[src/rtl/ppu_scroll_if.sv]
// CPU register bus, renderer strobes and VRAM address/data for the PPU scroll block.
// The PPU block drives the slave side; the CPU/renderer/VRAM environment drives the master side.
interface ppu_scroll_if;
  logic        reg_wr;
  logic        reg_rd;
  logic [2:0]  reg_addr;
  logic [7:0]  reg_data;
  logic        render_en;
  logic        inc32;
  logic        rend;
  logic        inc_cx;
  logic        inc_y;
  logic        return00;
  logic        fetch_attr;
  logic        fetch_chr;
  logic [12:0] pattern_idx;
  logic [7:0]  data_i;
  logic [13:0] vaddr;
  logic [2:0]  fine_x;
  logic [1:0]  attr_i;
  logic [14:0] v_dbg;

  modport slave (
    input  reg_wr, reg_rd, reg_addr, reg_data, render_en, inc32, rend,
           inc_cx, inc_y, return00, fetch_attr, fetch_chr, pattern_idx, data_i,
    output vaddr, fine_x, attr_i, v_dbg
  );

  modport master (
    output reg_wr, reg_rd, reg_addr, reg_data, render_en, inc32, rend,
           inc_cx, inc_y, return00, fetch_attr, fetch_chr, pattern_idx, data_i,
    input  vaddr, fine_x, attr_i, v_dbg
  );
endinterface

[src/rtl/ppu_scroll.sv]
// PPU scroll/address state (v, t, fine_x, w): CPU register decode, renderer
// scroll increments/copies, VRAM address mux and attribute bit selection.
module ppu_scroll #(
  parameter logic [13:0] NT_BASE   = 14'h2000,
  parameter logic [9:0]  AT_OFFSET = 10'h3C0
) (
  input logic         clk,
  input logic         rst,
  ppu_scroll_if.slave bus
);

  logic [14:0] v_q, v_d, t_q, t_d;
  logic [2:0]  fx_q, fx_d, at_sh_q, at_sh_d;
  logic        w_q, w_d, hcopy_q, hcopy_d;

  logic active;
  logic wr2000, wr2005, wr2006, rd2002, acc2007;

  assign active  = bus.render_en & bus.rend;
  assign wr2000  = bus.reg_wr && (bus.reg_addr == 3'd0);
  assign wr2005  = bus.reg_wr && (bus.reg_addr == 3'd5);
  assign wr2006  = bus.reg_wr && (bus.reg_addr == 3'd6);
  assign rd2002  = bus.reg_rd && (bus.reg_addr == 3'd2);
  // $2007 traffic bumps v only outside rendering, where the renderer owns v
  assign acc2007 = (bus.reg_wr || bus.reg_rd) && (bus.reg_addr == 3'd7) && !active;

  always_comb begin
    t_d  = t_q;
    fx_d = fx_q;
    w_d  = w_q;
    if (wr2000) t_d[11:10] = bus.reg_data[1:0];
    if (wr2005) begin
      if (!w_q) begin
        t_d[4:0] = bus.reg_data[7:3];
        fx_d     = bus.reg_data[2:0];
        w_d      = 1'b1;
      end else begin
        t_d[14:12] = bus.reg_data[2:0];
        t_d[9:5]   = bus.reg_data[7:3];
        w_d        = 1'b0;
      end
    end
    if (wr2006) begin
      if (!w_q) begin
        t_d[13:8] = bus.reg_data[5:0];
        t_d[14]   = 1'b0;
        w_d       = 1'b1;
      end else begin
        t_d[7:0] = bus.reg_data;
        w_d      = 1'b0;
      end
    end
    if (rd2002) w_d = 1'b0;
  end

  // Updates are layered lowest priority first so higher ones overwrite only their own fields.
  always_comb begin
    v_d = v_q;
    if (active && bus.inc_cx) begin
      if (v_q[4:0] == 5'd31) begin
        v_d[4:0] = 5'd0;
        v_d[10]  = ~v_q[10];
      end else begin
        v_d[4:0] = v_q[4:0] + 5'd1;
      end
    end
    if (active && bus.inc_y) begin
      if (v_q[14:12] != 3'd7) begin
        v_d[14:12] = v_q[14:12] + 3'd1;
      end else begin
        v_d[14:12] = 3'd0;
        if (v_q[9:5] == 5'd29) begin
          v_d[9:5] = 5'd0;
          v_d[11]  = ~v_q[11];
        end else if (v_q[9:5] == 5'd31) begin
          v_d[9:5] = 5'd0;
        end else begin
          v_d[9:5] = v_q[9:5] + 5'd1;
        end
      end
    end
    if (hcopy_q) begin
      v_d[10]  = t_q[10];
      v_d[4:0] = t_q[4:0];
    end
    if (active && bus.return00) begin
      v_d[14:11] = t_q[14:11];
      v_d[9:5]   = t_q[9:5];
    end
    if (acc2007) v_d = v_q + (bus.inc32 ? 15'd32 : 15'd1);
    if (wr2006 && w_q) v_d = {t_q[14:8], bus.reg_data};
  end

  assign hcopy_d = active & bus.inc_y;
  // Quadrant select within the attribute byte: coarse Y bit 1 picks the nibble, coarse X bit 1 the pair
  assign at_sh_d = (active && bus.fetch_attr) ? {v_q[6], v_q[1], 1'b0} : at_sh_q;

  always_ff @(posedge clk) begin
    if (rst) begin
      v_q     <= '0;
      t_q     <= '0;
      fx_q    <= '0;
      w_q     <= 1'b0;
      hcopy_q <= 1'b0;
      at_sh_q <= '0;
    end else begin
      v_q     <= v_d;
      t_q     <= t_d;
      fx_q    <= fx_d;
      w_q     <= w_d;
      hcopy_q <= hcopy_d;
      at_sh_q <= at_sh_d;
    end
  end

  always_comb begin
    if (active && bus.fetch_chr)
      bus.vaddr = {1'b0, bus.pattern_idx};
    else if (active && bus.fetch_attr)
      bus.vaddr = NT_BASE | {4'b0, AT_OFFSET} | {2'b0, v_q[11:10], 4'b0, v_q[9:7], v_q[4:2]};
    else if (active)
      bus.vaddr = NT_BASE | {2'b0, v_q[11:0]};
    else
      bus.vaddr = v_q[13:0];
  end

  assign bus.fine_x = fx_q;
  assign bus.attr_i = bus.data_i[at_sh_q +: 2];
  assign bus.v_dbg  = v_q;

endmodule
[src/flat_wrapper.sv]
// flat-port wrapper written by rule: the top's interface ports become plain ports
module ppu_scroll_flat 
#(
  parameter logic [13:0] NT_BASE   = 14'h2000,
  parameter logic [9:0]  AT_OFFSET = 10'h3C0
)
  (clk, rst, bus_reg_wr, bus_reg_rd, bus_reg_addr, bus_reg_data, bus_render_en, bus_inc32, bus_rend, bus_inc_cx, bus_inc_y, bus_return00, bus_fetch_attr, bus_fetch_chr, bus_pattern_idx, bus_data_i, bus_vaddr, bus_fine_x, bus_attr_i, bus_v_dbg);
  ppu_scroll_if bus_i ();
  input logic clk;
  input logic rst;
  input wire logic [$bits(bus_i.reg_wr)-1:0] bus_reg_wr;
  input wire logic [$bits(bus_i.reg_rd)-1:0] bus_reg_rd;
  input wire logic [$bits(bus_i.reg_addr)-1:0] bus_reg_addr;
  input wire logic [$bits(bus_i.reg_data)-1:0] bus_reg_data;
  input wire logic [$bits(bus_i.render_en)-1:0] bus_render_en;
  input wire logic [$bits(bus_i.inc32)-1:0] bus_inc32;
  input wire logic [$bits(bus_i.rend)-1:0] bus_rend;
  input wire logic [$bits(bus_i.inc_cx)-1:0] bus_inc_cx;
  input wire logic [$bits(bus_i.inc_y)-1:0] bus_inc_y;
  input wire logic [$bits(bus_i.return00)-1:0] bus_return00;
  input wire logic [$bits(bus_i.fetch_attr)-1:0] bus_fetch_attr;
  input wire logic [$bits(bus_i.fetch_chr)-1:0] bus_fetch_chr;
  input wire logic [$bits(bus_i.pattern_idx)-1:0] bus_pattern_idx;
  input wire logic [$bits(bus_i.data_i)-1:0] bus_data_i;
  output wire logic [$bits(bus_i.vaddr)-1:0] bus_vaddr;
  output wire logic [$bits(bus_i.fine_x)-1:0] bus_fine_x;
  output wire logic [$bits(bus_i.attr_i)-1:0] bus_attr_i;
  output wire logic [$bits(bus_i.v_dbg)-1:0] bus_v_dbg;
  assign bus_i.reg_wr = bus_reg_wr;
  assign bus_i.reg_rd = bus_reg_rd;
  assign bus_i.reg_addr = bus_reg_addr;
  assign bus_i.reg_data = bus_reg_data;
  assign bus_i.render_en = bus_render_en;
  assign bus_i.inc32 = bus_inc32;
  assign bus_i.rend = bus_rend;
  assign bus_i.inc_cx = bus_inc_cx;
  assign bus_i.inc_y = bus_inc_y;
  assign bus_i.return00 = bus_return00;
  assign bus_i.fetch_attr = bus_fetch_attr;
  assign bus_i.fetch_chr = bus_fetch_chr;
  assign bus_i.pattern_idx = bus_pattern_idx;
  assign bus_i.data_i = bus_data_i;
  assign bus_vaddr = bus_i.vaddr;
  assign bus_fine_x = bus_i.fine_x;
  assign bus_attr_i = bus_i.attr_i;
  assign bus_v_dbg = bus_i.v_dbg;
  ppu_scroll #(.NT_BASE(NT_BASE), .AT_OFFSET(AT_OFFSET)) u_core (.clk(clk), .rst(rst), .bus(bus_i));
endmodule
[config.mk]
export PLATFORM = sky130hd
export DESIGN_NAME = ppu_scroll_flat
export DESIGN_NICKNAME = d
export VERILOG_FILES = /design/src/rtl/ppu_scroll_if.sv /design/src/rtl/ppu_scroll.sv /design/src/flat_wrapper.sv
export SDC_FILE = /design/constraint.sdc
export NUM_CORES = 1
export LEC_CHECK = 0
export CORE_ASPECT_RATIO = 1.2
export CORE_MARGIN = 5
export CORE_UTILIZATION = 45
export CTS_CLUSTER_SIZE = 16
export DETAILED_ROUTE_END_ITERATION = 7
export GPL_TIMING_DRIVEN = 0
export PLACE_DENSITY = 0.86
export SETUP_SLACK_MARGIN = 0.2
export SLEW_MARGIN = 20
export SYNTH_ARGS = -nofsm -noshare
export SYNTH_HDL_FRONTEND = slang
export SYNTH_SLANG_ARGS = --single-unit
[constraint.sdc]
create_clock -name clk -period 6.25 [get_ports clk]
set_input_delay 1.5625 -clock clk [delete_from_list [all_inputs] [get_ports clk]]
set_output_delay 1.5625 -clock clk [all_outputs]
set_load 0.01 [all_outputs]
==> summary.md <==
| Metric | Value |
|---|---|
| Vias per inst | 6.41 |
| Synth top area share | 27.0% |
| CTS clk-pin slew, worst paths | approximately 0.080 ns |
| CTS resizes | 0 |
| Fin crit share | 87.7% |
| Largest net degree at the start of global routing | 13 |
| Critical Path AT | 3.92 ns |
| Startpoint Class | input port |
| Synth Area in Simple Gates | 26.3% |
| Tmin final | 5.48 ns |
| Starting Density | 46.0% |
| Final hold violations | 0 |
| Cell taking the most area after synthesis | dfxtp_1 |
| Compound-Gate Fraction of Synth Area | between 20% and 30% |
| Max-slew headroom | about 54% |
| Area Growth Syn to Fin | 36.2% |
| Syn_area_per_cell | 7.78 µm² |
| Slew Limit Fails | 0 |
| Number of global-route vias before repair | 3093 |
| Crit-path cells | clkdlybuf4s50_1, and2_1, buf_2, nand2_1, clkbuf_1, nand2_1, o22a_1, clkdlybuf4s50_1 |
| Mapped cell area | 2750 µm² |
| Setup violations, final | 0 |
| Largest vdd supply drop | ~0.13 mV |
| FF+latch area | 741 µm² |
| Syn nets | 407 |
| DRT Pass-1 Iters | 6 |
| Worst hold margin | between 0.4 and 0.5 ns |
| Total track usage | 24.4% |
| Bufs on Longest Clock Path | 2 |
| DRC errors left | 0 |
| Clock power frac | roughly a third |
| CP required | about 4.7 ns |
| Crit end category | primary output |
| Total grt overflow | 0 |
| P per Cell Area | about 170 nW/µm² |
| Setup TNS | 0 ns |
| Dpl cell area | 3620 µm² |
| Area contributors post-synth | dfxtp_1, nor2_1, mux2i_1, nand2_1, ha_1 |
| Reg2reg setup slack | 4.00 ns |
| Clk Tree Root Cell | clkbuf_8 |
| P_sw | 0.186 mW |
| Yosys warning count | 0 |
| Flops & latches, synth | 37 |
| P_leak | 1.33 nW |
| Chip height | between 90 and 100 µm |
| Sequential power share | roughly two fifths |
| Dpl hpwl | 7.09 mm |
| Mapped Cells | 353 |
| ANT cells | 0 |
| Initial antenna violation count | 0 |
| Peak Freq | 0.182 GHz |
| Gpl congestion | 0.930 |
| Min-delay worst type | reg -> reg |
| Pint | 0.458 mW |
| Clk_lat worst skew | ~0.3 ns |
| Adder-Cell Fraction of Synth Area | 4.56% |
| Comb pwr share | 25.0% |
| Row count | 31 |
| Post-CTS setup repair buffer count | 0 |
| Seq/Total Area, Yosys | 27.0% |
| Routed via count | 3332 |
| WL final | 9.48 mm |
| Worst Tran Pin Value | 0.685 ns |
| Status | finished clean |
| First-pass GRT wire length | around 15 mm |
| Num Clock Sinks | 37 |
| Core region area | around 6000 µm² |
| Largest family of logic cells by synthesized area | compound AO/OA/AOI/OAI gates |
| I/O Buffers | 77 |
| Final #Nets | 491 |
| Share of cells above drive strength 1 | 8.22% |
| Footprint of the multi-input gates | 1880 µm² |
| Synth Area in XOR/XNOR | 1.59% |
| Number of CTS-inserted buffers | 5 |
| Crit path max fanout | 10 |
| Multiplexer share of the synthesized area | a little under a tenth |
| Number of fill cells | 568 |
| Die width | a little over 80 µm |
| Post-layout util | 62.6% |
| Iter 0 DRT Violations | 292 |
| Slowest stage cell on the critical path | clkdlybuf4s50_1 |
| CTS tree | yes |
| Primary FF master, synth | dfxtp_1 |
| WL per Instance | 18.2 µm |
| Die area | 7770 µm² |
| Routed Antenna Nets | 0 |
| Synth cell types | 59 |
| Switch share | 28.9% |
| Max H-tree Level | 2 |
| Max incr delay on CP | ~0.56 ns |
| CP Class | in -> out |
| Final Cell Area | 3740 µm² |
| Ports | 78 |
| RSZ-0062 raised after global routing | false |
| Hold Buf Count CTS | 0 |
| Maxcap violations | 0 |
| Ys async rst share | 0% |
| Fin Clk Skew | 0.00488 ns |
| EDFF count, synth | 0 |
[power groups by stage]
stage	combinational [mW]	clock [mW]	sequential, mW
floorplan	0.0757	0	0.262
global route	0.173	0.233	0.259
finish	0.161	0.226	0.258
global placement	0.155	0	0.262
CTS	0.159	0.225	0.257
detailed placement	0.158	0	0.262
[layer usage]
| layer | vias to the layer above | wire length (µm) | global-route usage (%) | part of all wire [%] |
|---|---|---|---|---|
| met3 | 36 | 978 | 4.44 | 10 |
| li1 | 1512 | - | - | - |
| met5 | - | 0 | 0 | 0 |
| met1 | 1550 | 3730 | 29.0 | 39 |
| met2 | 234 | 4530 | 43.1 | 48 |
| met4 | 0 | 250 | 8.87 | 2.6 |
[layout make-up]
| type | count | share of cell area (%) |
|---|---|---|
| multi-input combinational | 288 | 50.3 |
| timing repair buffer | 77 | 20.6 |
| sequential | 37 | 19.8 |
| buffer | 23 | 2.84 |
| tap | 82 | 2.74 |
| clock buffer | 6 | 2.21 |
| clock inverter | 2 | 1.00 |
| inverter | 5 | 0.502 |
[path summary, 6_finish.rpt]
| check | from | end | cells past startpoint |
|---|---|---|---|
| worst max-delay path | bus_render_en | bus_vaddr[7] | 8 |
| worst max register to register | u_core.bus.v_dbg[0] | u_core.bus.v_dbg[14] | 6 |
| worst min register to register | u_core.t_q[4] | u_core.t_q[4] | 2 |
| worst min-delay path | u_core.t_q[4] | u_core.t_q[4] | 2 |
[logic make-up after synthesis]
logic type / count (synthesis)
AO/OA/AOI/OAI: 101
AND/OR/NAND/NOR: 149
XOR/XNOR: 5
buffers and inverters: 28
multiplexers: 23
flip-flops: 37
adder cells (fa/ha/maj): 10
[synth_stat cells, drive strengths merged (5+ instances only)]
library cell and n:
a311oi 7, o22ai 5, or3 5, and3 6, clkbuf 11, nand2 38
nor3 11, a31oi 9, a21oi 21, o21ai 13, mux2i 15, dfxtp 37
buf 12, inv 5, a211oi 13, nand3 21, ha 10, o211ai 5
mux2 6, nor2 44
[critical path, delay by kind of cell]
| kind | cells | cell delay [ns] |
|---|---|---|
| AOI/OAI and AO/OA | 1 | 0.21 |
| buffers and inverters | 4 | 1.61 |
| and+or+nand+nor | 3 | 0.53 |
[flip-flops by register name, summed over array words and instances, names as in the netlist]
signal and flops:
u_core.bus.fine_x 3, u_core.bus.v_dbg 15, u_core.w_q 1, u_core.hcopy_q 1, u_core.t_q 15, u_core.at_sh_q 2
[cell usage in the layout, fill, tap and decap left out, drive strengths merged, types with 6 or more instances in the layout]
| cell type | instances |
|---|---|
| o21ai | 13 |
| nor2 | 44 |
| and3 | 6 |
| nor3 | 11 |
| buf | 12 |
| dfxtp | 37 |
| mux2i | 15 |
| a21oi | 21 |
| a211oi | 13 |
| clkdlybuf4s50 | 77 |
| clkbuf | 17 |
| nand2 | 38 |
| ha | 10 |
| mux2 | 6 |
| nand3 | 21 |
| a311oi | 7 |
| a31oi | 9 |
[stage by stage]
stage | instances | power (mW) | worst slack [ns]
finish | 520 | 0.644 | 0.770
global route | 520 | 0.664 | 0.584
CTS | 520 | 0.641 | 0.762
detailed placement | 512 | 0.421 | 0.764
global placement | 512 | 0.417 | 0.766
floorplan | 353 | 0.337 | 2.09
Power figures use the tool's default switching activity.
